## src/rtl/simple_toggle_array_if.sv

```systemverilog
// Bus bundle for simple_toggle_array: lane gate operands, shared divide controls and the lane outputs.
// Event-counter signals exist only when SIMPLE_TOGGLE_ARRAY_EVCNT_EN is defined.
interface simple_toggle_array_if #(
    parameter int LANES = 4,
    parameter int DIV_W = 4
);
    logic [LANES-1:0] inp1;
    logic [LANES-1:0] inp2;
    logic             mode;
    logic [DIV_W-1:0] div_val;
    logic [LANES-1:0] out;
`ifdef SIMPLE_TOGGLE_ARRAY_EVCNT_EN
    logic             evcnt_clr;
    logic [15:0]      evcnt;

    modport master (output inp1, output inp2, output mode, output div_val, output evcnt_clr,
                    input out, input evcnt);
    modport slave  (input inp1, input inp2, input mode, input div_val, input evcnt_clr,
                    output out, output evcnt);
`else
    modport master (output inp1, output inp2, output mode, output div_val, input out);
    modport slave  (input inp1, input inp2, input mode, input div_val, output out);
`endif
endinterface

```

## src/rtl/simple_toggle_array.sv

```systemverilog
// Multi-lane gated toggle array with optional per-lane frequency divide and a registered output pipeline.
// Define SIMPLE_TOGGLE_ARRAY_EVCNT_EN to add the saturating rising-edge event counter (evcnt/evcnt_clr).
module simple_toggle_array #(
    parameter int LANES      = 4,
    parameter int OUT_STAGES = 2,
    parameter int DIV_W      = 4
) (
    input  logic                  clk,
    input  logic                  rst_n,
    simple_toggle_array_if.slave  bus
);

    logic [LANES-1:0] state_bits;
`ifdef SIMPLE_TOGGLE_ARRAY_EVCNT_EN
    logic [LANES-1:0] rise_bits;
`endif

    genvar gi;
    generate
        for (gi = 0; gi < LANES; gi++) begin : g_lane
            logic             en;
            logic             state_reg;
            logic             state_next;
            logic [DIV_W-1:0] cnt_reg;
            logic [DIV_W-1:0] cnt_next;

            assign en = bus.inp1[gi] & bus.inp2[gi];

            // cnt defaults to 0, so leaving mode 1 or dropping en always restarts the count.
            always_comb begin
                state_next = state_reg;
                cnt_next   = '0;
                if (!bus.mode) begin
                    state_next = en & ~state_reg;
                end else if (!en) begin
                    state_next = 1'b0;
                end else if (cnt_reg >= bus.div_val) begin
                    state_next = ~state_reg;
                end else begin
                    cnt_next = cnt_reg + DIV_W'(1);
                end
            end

            always_ff @(posedge clk or negedge rst_n) begin
                if (!rst_n) begin
                    state_reg <= 1'b0;
                    cnt_reg   <= '0;
                end else begin
                    state_reg <= state_next;
                    cnt_reg   <= cnt_next;
                end
            end

            assign state_bits[gi] = state_reg;
`ifdef SIMPLE_TOGGLE_ARRAY_EVCNT_EN
            assign rise_bits[gi] = state_next & ~state_reg;
`endif
        end

        if (OUT_STAGES == 0) begin : g_direct
            assign bus.out = state_bits;
        end else begin : g_pipe
            logic [LANES-1:0] pipe_reg [OUT_STAGES];

            always_ff @(posedge clk or negedge rst_n) begin
                if (!rst_n) begin
                    for (int s = 0; s < OUT_STAGES; s++) begin
                        pipe_reg[s] <= '0;
                    end
                end else begin
                    pipe_reg[0] <= state_bits;
                    for (int s = 1; s < OUT_STAGES; s++) begin
                        pipe_reg[s] <= pipe_reg[s-1];
                    end
                end
            end

            assign bus.out = pipe_reg[OUT_STAGES-1];
        end
    endgenerate

`ifdef SIMPLE_TOGGLE_ARRAY_EVCNT_EN
    logic [15:0] evcnt_reg;
    logic [15:0] evcnt_next;
    logic [16:0] rise_cnt;
    logic [16:0] evcnt_sum;

    // Rises are taken from the state flops' next value, so evcnt updates on the same edge as state.
    always_comb begin
        rise_cnt = '0;
        for (int i = 0; i < LANES; i++) begin
            rise_cnt = rise_cnt + 17'(rise_bits[i]);
        end
        evcnt_sum = {1'b0, evcnt_reg} + rise_cnt;
        if (bus.evcnt_clr) begin
            evcnt_next = '0;
        end else if (evcnt_sum > 17'h0FFFF) begin
            evcnt_next = 16'hFFFF;
        end else begin
            evcnt_next = evcnt_sum[15:0];
        end
    end

    always_ff @(posedge clk or negedge rst_n) begin
        if (!rst_n) begin
            evcnt_reg <= '0;
        end else begin
            evcnt_reg <= evcnt_next;
        end
    end

    assign bus.evcnt = evcnt_reg;
`endif

endmodule

```

## src/flat_wrapper.sv

```systemverilog
// flat-port wrapper written by rule: the top's interface ports become plain ports
module simple_toggle_array_flat 
#(
    parameter int LANES      = 4,
    parameter int OUT_STAGES = 2,
    parameter int DIV_W      = 4
)
  (clk, rst_n, bus_inp1, bus_inp2, bus_mode, bus_div_val, bus_out);
  simple_toggle_array_if #(.LANES(LANES), .DIV_W(DIV_W)) bus_i ();
  input  logic clk;
  input  logic rst_n;
  input wire logic [$bits(bus_i.inp1)-1:0] bus_inp1;
  input wire logic [$bits(bus_i.inp2)-1:0] bus_inp2;
  input wire logic [$bits(bus_i.mode)-1:0] bus_mode;
  input wire logic [$bits(bus_i.div_val)-1:0] bus_div_val;
  output wire logic [$bits(bus_i.out)-1:0] bus_out;
  assign bus_i.inp1 = bus_inp1;
  assign bus_i.inp2 = bus_inp2;
  assign bus_i.mode = bus_mode;
  assign bus_i.div_val = bus_div_val;
  assign bus_out = bus_i.out;
  simple_toggle_array #(.LANES(LANES), .OUT_STAGES(OUT_STAGES), .DIV_W(DIV_W)) u_core (.clk(clk), .rst_n(rst_n), .bus(bus_i));
endmodule
```

## config.mk

```make
export PLATFORM = sky130hd
export DESIGN_NAME = simple_toggle_array_flat
export DESIGN_NICKNAME = d
export VERILOG_FILES = /design/src/rtl/simple_toggle_array_if.sv /design/src/rtl/simple_toggle_array.sv /design/src/flat_wrapper.sv
export SDC_FILE = /design/constraint.sdc
export NUM_CORES = 1
export LEC_CHECK = 0
export BUFFER_PORTS_ARGS = -buffer_cell sky130_fd_sc_hd__buf_2
export CORE_UTILIZATION = 57
export CTS_CLUSTER_DIAMETER = 50
export DETAILED_ROUTE_END_ITERATION = 16
export PLACE_DENSITY_LB_ADDON = 0.05
export SETUP_SLACK_MARGIN = 0.02
export SLEW_MARGIN = 20
export SYNTH_ARGS = -nofsm -noshare
export SYNTH_HDL_FRONTEND = slang
export SYNTH_SLANG_ARGS = --single-unit
```

## constraint.sdc

```tcl
create_clock -name clk -period 1.4 [get_ports clk]
set_input_delay 0.14 -clock clk [delete_from_list [all_inputs] [get_ports clk]]
set_output_delay 0.14 -clock clk [all_outputs]
set_load 0.05 [all_outputs]
```

==> out/qor.txt, run 1 <==
Netlist cell types - 20
core area - 2760 um2
Synth Area in XOR/XNOR - 0.0421
Max clock buf depth - 2
I/O Pins - 19
Routability Congestion - 0.791
clock slew at reported path FFs - 0.14 ns
clk_lat worst skew - 0.32 ns
final hold slack - 0.221 ns
Post-synth EDFFs - 0
layout cells sized above 1 - 0.415
Arrival @ worst endpoint - 1.60 ns
top-count cell post-synth - dfrtp_1
Tightest Hold Check Type - input port to flop
VDD IR-drop max - 634 uV
max FFs per register - 16
Seq pwr share - 0.579
simple-gate share of the synthesized area - 0.129
Post-Place Setup Slack - 0.0110 ns
Critical R2R Capture - u_core.g_lane[3].cnt_reg[0]
WS Path Type - flop to flop
Crit. End Element - flop
Synth Cell Area - 1660 um2
pin count of the biggest net entering global routing - 29
FFs w/ async S/R, synth - 1.00
largest family of logic cells by synthesized area - compound AO/OA/AOI/OAI gates
die area - 3140 um2
yosys warns - 0
fin crit share - 0.994
# DRC - 0
wire length per cell - 16.6 um
CP Launch Type - flop
DP HPWL - 2270 um
data required time of the worst path - 1.61 ns
clk_skew - 0.00251 ns
RSZ-0062 raised after global routing - yes
post-synthesis compound-gate area fraction - 0.190
LEAKAGE - 0.908 nW
Synth Area in Adders - 0.150
row cnt - 19
Hold Path Depth - 3
Psw - 0.000440 W
critical path peak fanout - 4
reg-to-reg slack, setup - 0.008 ns
max cap viols - 0
post-synthesis mux area share - 0.0241
HP Start - bus_inp2[2]
GRT Total Usage - 0.215
CTS Root Cell - clkbuf_4
Chip Height - 56.0 um
Rel. slew slack - 0.585
Initial Util - 0.603
syn_area_per_cell - 11.6 um2
fmax - 718 MHz
Synth area leaders - dfrtp_1 42%, ha_1 15%, a211oi_1 7.2%
die width - 56.0 um
1st-iter DRT viols - 17
final slew viol count - 0
initial antenna violation count - 0
Min-Delay Endpoint - u_core.g_lane[2].cnt_reg[3]
Post-Synthesis Cells - 143
final worst path period need - 1.39 ns
Pwr Density - 733 nW/um2
GR Overflow Total - 0
fin util - 0.743
r2r worst-path depth - 5
Area Growth Syn to Fin - 23.2%
DR vias/cell - 6.09
post-synth top area share - 0.421
outcome - finished clean
Seq/Total Area, Yosys - 0.421
global-route wire length before repair - 5330 um
vias in the first global route - 1221
via count - 1230
Clock power frac - 0.219
Num CTS Buffers - 3
Syn Nets - 178
worst flop-to-flop path startpoint - u_core.g_lane[3].cnt_reg[0]
WL final - 3360 um
Sink Count - 28
Total Nets Final - 208
top post-synthesis cells by count - 28 x dfrtp_1, 20 x ha_1, 16 x a211oi_1
Worst Slack Setup Final - 0.00771 ns
Final Setup Violations - 0
synthesized flop and latch total - 28
Yosys top cell by area - dfrtp_1
Comb pwr share - 0.202
diode count - 0
final hold violations - 0
CTS tree - yes
Max H-tree Level - 1
# port buffers - 18
worst slew pin tran - 0.623 ns
Top FF cell, synth - dfrtp_1
Net Sw Frac - 0.293
1st-pass router iterations - 4
Int Power - 0.00106 W
antenna viol nets, final - 0
==> power groups by stage <==
stage	Sequential, W	Combinational (W)	Clock (W)
after floorplan	0.000879	0.000179	0
after global placement	0.000880	0.000243	0
after detailed placement	0.000882	0.000253	0
after CTS	0.000866	0.000257	0.000336
after global routing	0.000874	0.000333	0.000370
final	0.000869	0.000303	0.000329
==> cells in the final DEF (no fill, tap or decap), types with 4 or more instances in the layout <==
cell	synthesis	layout
dfrtp_1	28	28
buf_2	0	18
ha_1	20	16
a211oi_2	0	15
inv_1	11	10
buf_4	4	10
nand2_1	8	5
and2b_2	0	4
a21oi_4	4	4
o21ai_4	0	4
xnor2_1	4	4
nand4b_1	4	4
nand3_1	4	4
xor2_1	4	4
o21a_1	4	4
and3b_1	4	4
nor2b_1	4	4
mux2i_1	4	4
o211ai_1	4	4
==> stage by stage <==
step / power (W) / instances / cell area [um2] / setup TNS (ns)
CTS: 0.00146 / 199 / 1850 / 0
global route: 0.00158 / 202 / 2050 / -0.503
floorplan: 0.00106 / 143 / 1660 / 0
finish: 0.00150 / 202 / 2050 / 0
detailed placement: 0.00114 / 194 / 1810 / 0
global placement: 0.00112 / 194 / 1810 / 0
==> critical path, stage by stage, from the launching register on <==
cell      delay (ns)
dfrtp_1         0.40
inv_1           0.06
ha_1            0.27
and2b_2         0.25
o21ai_4         0.21
a211oi_2        0.10
==> layer usage <==
metal  global-route usage  part of all wire  up-vias
li1                     -                 -      594
met1                0.292              0.46      622
met2                0.361              0.51       12
met3               0.0233             0.017        2
met4               0.0662            0.0051        0
met5                    0                 0        -
==> timing repair <==
| item | in CTS | in global routing |
|---|---|---|
| endpoints found under the hold margin | 28 | 0 |
| pin swaps | 0 | 23 |
| buffers inserted | 1 | 3 |
| endpoints found under the setup margin | 4 | 19 |
| resized for setup | 2 | 34 |
| hold buffers | 1 | 0 |
| cloned | 0 | 0 |
==> worst max path at each step <==
stage / from / to / slack, ns
2_1_floorplan: u_core.g_lane[2].cnt_reg[0] / u_core.g_lane[2].cnt_reg[0] / 0.13
3_3_place_gp: bus_div_val[2] / u_core.g_lane[1].cnt_reg[0] / 0.06
3_5_place_dp: u_core.g_lane[3].cnt_reg[2] / u_core.g_lane[3].cnt_reg[0] / 0.01
4_1_cts: u_core.g_lane[3].cnt_reg[0] / u_core.g_lane[3].cnt_reg[0] / 0.02
5_1_grt: u_core.g_lane[3].cnt_reg[0] / u_core.g_lane[3].cnt_reg[0] / -0.06
6_report: u_core.g_lane[3].cnt_reg[0] / u_core.g_lane[3].cnt_reg[0] / 0.008
==> layout make-up <==
| class | count | area [um2] |
|---|---|---|
| Sequential cell | 28 | 701 |
| Timing Repair Buffer | 29 | 175 |
| Tap cell | 31 | 38.8 |
| Clock buffer | 3 | 22.5 |
| Multi-Input combinational cell | 100 | 1070 |
| Inverter | 11 | 41.3 |
| Fill cell | 196 | 709 |
==> cells by family after synthesis <==
| group | count (synthesis) |
|---|---|
| and+or+nand+nor | 32 |
| AOI/OAI and AO/OA | 36 |
| DFF | 28 |
| buffers and inverters | 15 |
| xor gates and xnor gates | 8 |
| adders and majority gates | 20 |
| muxes | 4 |
No activity file was read; power rests on OpenSTA's default activity.
==> run 2, diff against run 1 <==
- ABC_AREA: unset -> 1
- SKIP_CTS_REPAIR_TIMING: unset -> 1
==> out/qor.txt, run 2 <==
worst path buffer plus inverter count - 1 (unchanged)
fin crit share - 0.971 (-0.0238)
clk_lat worst skew - 0.31 ns (about the same)
Crit path largest cell delay - 0.40 ns (about the same)
Area Growth Syn to Fin - 26.0%
post-synthesis compound-gate area fraction - 0.0225 (-0.167)
layout cells sized above 1 - 0.335 (-0.0800)
clock slew at reported path FFs - 0.14 ns (about the same)
yosys warns - 0 (unchanged)
most frequent cells in the layout - 28 x dfrtp_1, 24 x inv_1, 18 x nand2_1, 18 x buf_2, 12 x nand3_1
GR Overflow Total - 0 (unchanged)
Max H-tree Level - 1 (unchanged)
final hold violations - 0 (unchanged)
max cap viols - 0 (unchanged)
core area - 2520 um2 (-8.5%)
Synth Area in XOR/XNOR - 0.0450 (+0.00288)
final worst path period need - 1.36 ns (-0.0333 ns)
critical path peak fanout - 5 (+1)
Routability Congestion - 0.784 (-0.81%)
VDD IR-drop max - 602 uV (-5.1%)
# DRC - 0 (unchanged)
Netlist cell types - 15 (-25%)
data required time of the worst path - 1.62 ns (about the same)
DP HPWL - 1990 um (-13%)
via count - 1144 (-7.0%)
Total Nets Final - 219 (+5.3%)
Crit. End Element - flop
final slew viol count - 0 (unchanged)
initial antenna violation count - 0 (unchanged)
die width - 54.3 um (-3.1%)
WL final - 3070 um (-8.6%)
commonest non-fill, non-tap cell in the layout - dfrtp_1
GRT Total Usage - 0.194 (-0.0202)
Final Setup Violations - 0 (unchanged)
global-route wire length before repair - 4110 um (-23%)
1st-iter DRT viols - 23 (+6)
Post-Synthesis Cells - 156 (+9.1%)
Post-synth EDFFs - 0 (unchanged)
Synth area leaders - dfrtp_1 45%, ha_1 16%, inv_1 5.8%
largest family of logic cells by synthesized area - simple AND/OR/NAND/NOR gates
LEAKAGE - 0.986 nW (+8.5%)
post-synth top area share - 0.450 (+0.0288)
Initial Util - 0.617 (+0.0141)
number of fill cells in the layout - 173 (-12%)
worst slew pin tran - 0.616 ns (-0.00694 ns)
clk_skew - 0.000749 ns (-0.00177 ns)
DR vias/cell - 5.40 (-11%)
top-count cell post-synth - dfrtp_1
Synth Cell Area - 1560 um2 (-6.4%)
pin count of the biggest net entering global routing - 29 (unchanged)
Yosys top cell by area - dfrtp_1
Top FF cell, synth - dfrtp_1
wire length per cell - 14.5 um (-13%)
post-synthesis mux area share - 0 (-0.0241)
row cnt - 18 (-1)
Sink Count - 28 (unchanged)
Arrival @ worst endpoint - 1.58 ns (-0.02 ns)
vias in the first global route - 1018 (-17%)
final total power - 0.00142 W (-5.7%)
Crit-path slowest cell - dfrtp_1
CP Launch Type - flop
Rel. slew slack - 0.589 (+0.00463)
1st-pass router iterations - 4 (unchanged)
fmax - 736 MHz (+2.4%)
CTS Root Cell - clkbuf_4
diode count - 0 (unchanged)
max FFs per register - 16 (unchanged)
Max clock buf depth - 2 (unchanged)
Synth Area in Adders - 0.161 (+0.0103)
antenna viol nets, final - 0 (unchanged)
critical-path cell list - inv_1 -> ha_1 -> nand4_1 -> nand4_4 -> nand3b_1 -> nand2_1
syn_area_per_cell - 9.98 um2 (-14%)
Seq/Total Area, Yosys - 0.450 (+0.0288)
top post-synthesis cells by count - 28 x dfrtp_1, 24 x inv_1, 24 x nand2_1
die area - 2940 um2 (-6.2%)
Pwr Density - 722 nW/um2 (-1.5%)
final instance area - 1960 um2 (-4.2%)
FFs w/ async S/R, synth - 1.00 (unchanged)
simple-gate share of the synthesized area - 0.244 (+0.115)
Num CTS Buffers - 3 (unchanged)
CTS tree - yes
Chip Height - 54.3 um (-3.1%)
WS Path Type - flop to flop
outcome - finished clean
synthesized flop and latch total - 28 (unchanged)
CP top delay family - simple AND/OR/NAND/NOR gates
Tightest Hold Check Type - input port to flop
I/O Pins - 19 (unchanged)
final hold slack - 0.151 ns (-0.0694 ns)
# port buffers - 18 (unchanged)
Syn Nets - 191 (+7.3%)
RSZ-0062 raised after global routing - yes
DP Area - 1650 um2 (-8.4%)
## run 2: cell types whose count changed in the layout (fill, tap and decap cells not counted), moves of 7 or more
cell      delta
nor3_1       +9
inv_1       +14
ha_1         -7
a211oi_2    -15
nand2_1     +13
ha_4         +8
nand3_1      +8
## run 2: area by class of cell
cell class / instances / area, um2 / area share
sequential: 28 / 701 / 0.357
inverter: 24 / 90.1 / 0.0459
multi-input combinational: 100 / 951 / 0.485
tap: 30 / 37.5 / 0.0191
timing repair buffer: 27 / 160 / 0.0816
clock buffer: 3 / 22.5 / 0.0115
## run 2: where the power goes
group	switching, W	internal [W]
clock	0.000213	0.000101
combinational	0.000158	0.0000949
sequential	0.0000153	0.000835
## run 2: path summary, 6_finish.rpt
path,startpoint,endpoint,slack [ns],depth (start not counted)
max,u_core.g_lane[1].cnt_reg[0],u_core.g_lane[1].state_reg,0.04,6
max reg2reg,u_core.g_lane[1].cnt_reg[0],u_core.g_lane[1].state_reg,0.04,6
min reg2reg,u_core.g_pipe.pipe_reg[7],u_core.bus.out[3],0.37,0
max in group asynchronous,rst_n,u_core.bus.out[2],0.65,2
min,bus_inp2[0],u_core.g_lane[0].cnt_reg[1],0.15,3
min in group asynchronous,rst_n,u_core.g_lane[0].cnt_reg[0],0.35,2
## run 2: kinds of logic after synthesis
family	count (synthesis)
AND/OR/NAND/NOR	68
AO/OA/AOI/OAI	4
flip-flops	28
XOR/XNOR	8
buffers and inverters	28
adder cells (fa/ha/maj)	20
## run 2: tightest hold or removal path, cell delays in order
cell,delay (ns)
buf_2,0.09
nand2_1,0.14
nor3b_2,0.07
## run 2: per-layer routing
metal	track usage	share of wire	up-vias
met5	0	0	-
met4	0.0684	0	0
met3	0.0250	0.020	0
met2	0.341	0.52	15
met1	0.243	0.46	557
li1	-	-	572
## run 2: through the flow
stage	util	setup slack (ns)	std cells	TNS [ns]
floorplan	-	0.120	156	0
global placement	0.656	0.0207	200	0
detailed placement	0.656	0.00534	200	0
CTS	0.665	-0.0251	203	-0.0630
global route	0.778	0.00236	212	0
finish	0.778	0.0410	212	0
==> run 3, diff against run 2 <==
- CORE_ASPECT_RATIO: unset -> 2
- RECOVER_POWER: unset -> 25
==> out/qor.txt, run 3 (same netlist as run 2, synthesis figures left out) <==
outcome - finished clean
LEAKAGE - 0.996 nW (+1.0%)
GR Overflow Total - 0 (unchanged)
DP HPWL - 2190 um (+10%)
Initial Util - 0.606 (-0.0114)
most frequent cells in the layout - 28 x dfrtp_1, 24 x inv_1, 20 x nand2_1
Hold Path Depth - 3 (unchanged)
CTS Root Cell - clkbuf_8
r2r worst-path depth - 7 (+1)
clk_lat worst skew - 0.27 ns (-0.04 ns)
Crit. End Element - flop
Critical R2R Capture - u_core.g_lane[3].state_reg
row cnt - 26 (+8)
max FFs per register - 16 (unchanged)
wire length per cell - 15.9 um (+9.9%)
worst slew pin tran - 0.696 ns (+0.0803 ns)
Placed Instances - 199 (-0.50%)
initial antenna violation count - 0 (unchanged)
pin count of the biggest net entering global routing - 29 (unchanged)
Routability Congestion - 0.720 (-8.1%)
fin crit share - 0.977 (+0.00614)
via count - 1162 (+1.6%)
Max H-tree Level - 1 (unchanged)
critical-path cell list - inv_1 -> ha_1 -> nand4_1 -> nand3_1 -> nor2_1 -> nand3_1 -> nand2_1
diode count - 0 (unchanged)
Total Nets Final - 221 (+0.91%)
RSZ-0062 raised after global routing - yes
number of fill cells in the layout - 174 (+0.58%)
WL final - 3370 um (+9.9%)
VDD IR-drop max - 736 uV (+22%)
worst path buffer plus inverter count - 1 (unchanged)
register area - 701 um2 (unchanged)
Crit-path slowest cell - dfrtp_1
final hold violations - 0 (unchanged)
Fin Setup TNS - 0 ns (unchanged)
HP Start - bus_inp2[1]
antenna viol nets, final - 0 (unchanged)
clk_skew - 0.000721 ns (-0.0000273 ns)
layout cells sized above 1 - 0.315 (-0.0199)
WP depth - 7 (+1)
CTS tree - yes
fmax - 731 MHz (-0.63%)
1st-iter DRT viols - 15 (-35%)
final slew viol count - 0 (unchanged)
# DRC - 0 (unchanged)
Pwr Density - 777 nW/um2 (+7.6%)
Max clock buf depth - 2 (unchanged)
final worst path period need - 1.37 ns (+0.00860 ns)
Chip Height - 75.9 um (+40%)
Rel. slew slack - 0.536 (-0.0535)
data required time of the worst path - 1.61 ns (about the same)
Tightest Hold Check Type - input port to flop
Num CTS Buffers - 3 (unchanged)
die area - 2960 um2 (+0.43%)
max cap viols - 0 (unchanged)
core area - 2570 um2 (+1.9%)
WS Path Type - flop to flop
Final Non-Filler Cells - 212 (unchanged)
vias in the first global route - 1166 (+15%)
Final Setup Violations - 0 (unchanged)
GRT Total Usage - 0.214 (+0.0199)
clock slew at reported path FFs - 0.09 ns (-0.05 ns)
# port buffers - 18 (unchanged)
critical path peak fanout - 3 (-2)
DR vias/cell - 5.48 (+1.6%)
commonest non-fill, non-tap cell in the layout - dfrtp_1
Crit path largest cell delay - 0.39 ns (about the same)
worst flop-to-flop path startpoint - u_core.g_lane[3].cnt_reg[0]
Area Growth Syn to Fin - 26.0% (about the same)
reg-to-reg slack, setup - 0.03 ns (about the same)
1st-pass router iterations - 6 (+2)
global-route wire length before repair - 4670 um (+14%)
Sink Count - 28 (unchanged)
Arrival @ worst endpoint - 1.58 ns (about the same)
Min-Delay Endpoint - u_core.g_lane[1].cnt_reg[1]
area taken by multi-input logic gates - 918 um2 (-3.4%)
die width - 39.0 um (-28%)
CP most frequent cell - nand3_1
CP Launch Type - flop
I/O Pins - 19 (unchanged)
CP top delay family - simple AND/OR/NAND/NOR gates
-- run 3: worst max-delay path by stage --
stage	start	to	slack, ns
after detailed placement	u_core.g_lane[1].cnt_reg[3]	u_core.g_lane[1].state_reg	-0.008
after CTS	u_core.g_lane[1].cnt_reg[3]	u_core.g_lane[1].state_reg	-0.02
final	u_core.g_lane[3].cnt_reg[0]	u_core.g_lane[3].state_reg	0.03
after global placement	u_core.g_lane[0].cnt_reg[3]	u_core.g_lane[0].state_reg	0.04
after floorplan	u_core.g_lane[0].cnt_reg[3]	u_core.g_lane[0].state_reg	0.12
after global routing	u_core.g_lane[3].cnt_reg[0]	u_core.g_lane[3].state_reg	-0.04
-- run 3: final cells by class --
type                       instances  share of cell area
clock buffer                       3              0.0211
inverter                          24              0.0459
multi-input combinational        100               0.468
sequential                        28               0.357
tap                               28              0.0179
timing repair buffer              29              0.0893
-- run 3: per-layer routing --
metal  wire [um]  global-route usage  up-vias
li1            -                   -      573
met1        1220               0.241      566
met3          54              0.0175        6
met2        2040               0.388       17
met4          61              0.0724        0
met5           0                   0        -
-- run 3: report_power, final --
group | total, W | switching, W | leakage (nW) | internal (W)
Sequential | 0.000849 | 0.0000144 | 0.383 | 0.000834
Clock | 0.000423 | 0.000231 | 0.0216 | 0.000193
Combinational | 0.000250 | 0.000157 | 0.591 | 0.0000934
Total | 0.00152 | 0.000402 | 0.996 | 0.00112
-- run 3: worst register-to-register path: stages (launching register included) --
cell and delay [ns]:
dfrtp_1 0.39, inv_1 0.07, ha_1 0.30, nand4_1 0.18, nand3_1 0.10, nor2_1 0.13, nand3_1 0.09, nand2_1 0.06
-- run 3: per-stage QoR --
step	setup WS, ns	hold WS [ns]	utilization	area (um2)	power (W)
4_1_cts	-0.0183	-0.102	0.662	1700	0.00149
3_3_place_gp	0.0390	0.176	0.646	1660	0.00105
5_1_grt	-0.0376	0.220	0.763	1960	0.00160
2_1_floorplan	0.120	-0.156	-	1560	0.000998
3_5_place_dp	-0.00753	0.190	0.646	1660	0.00107
6_report	0.0324	0.205	0.763	1960	0.00152
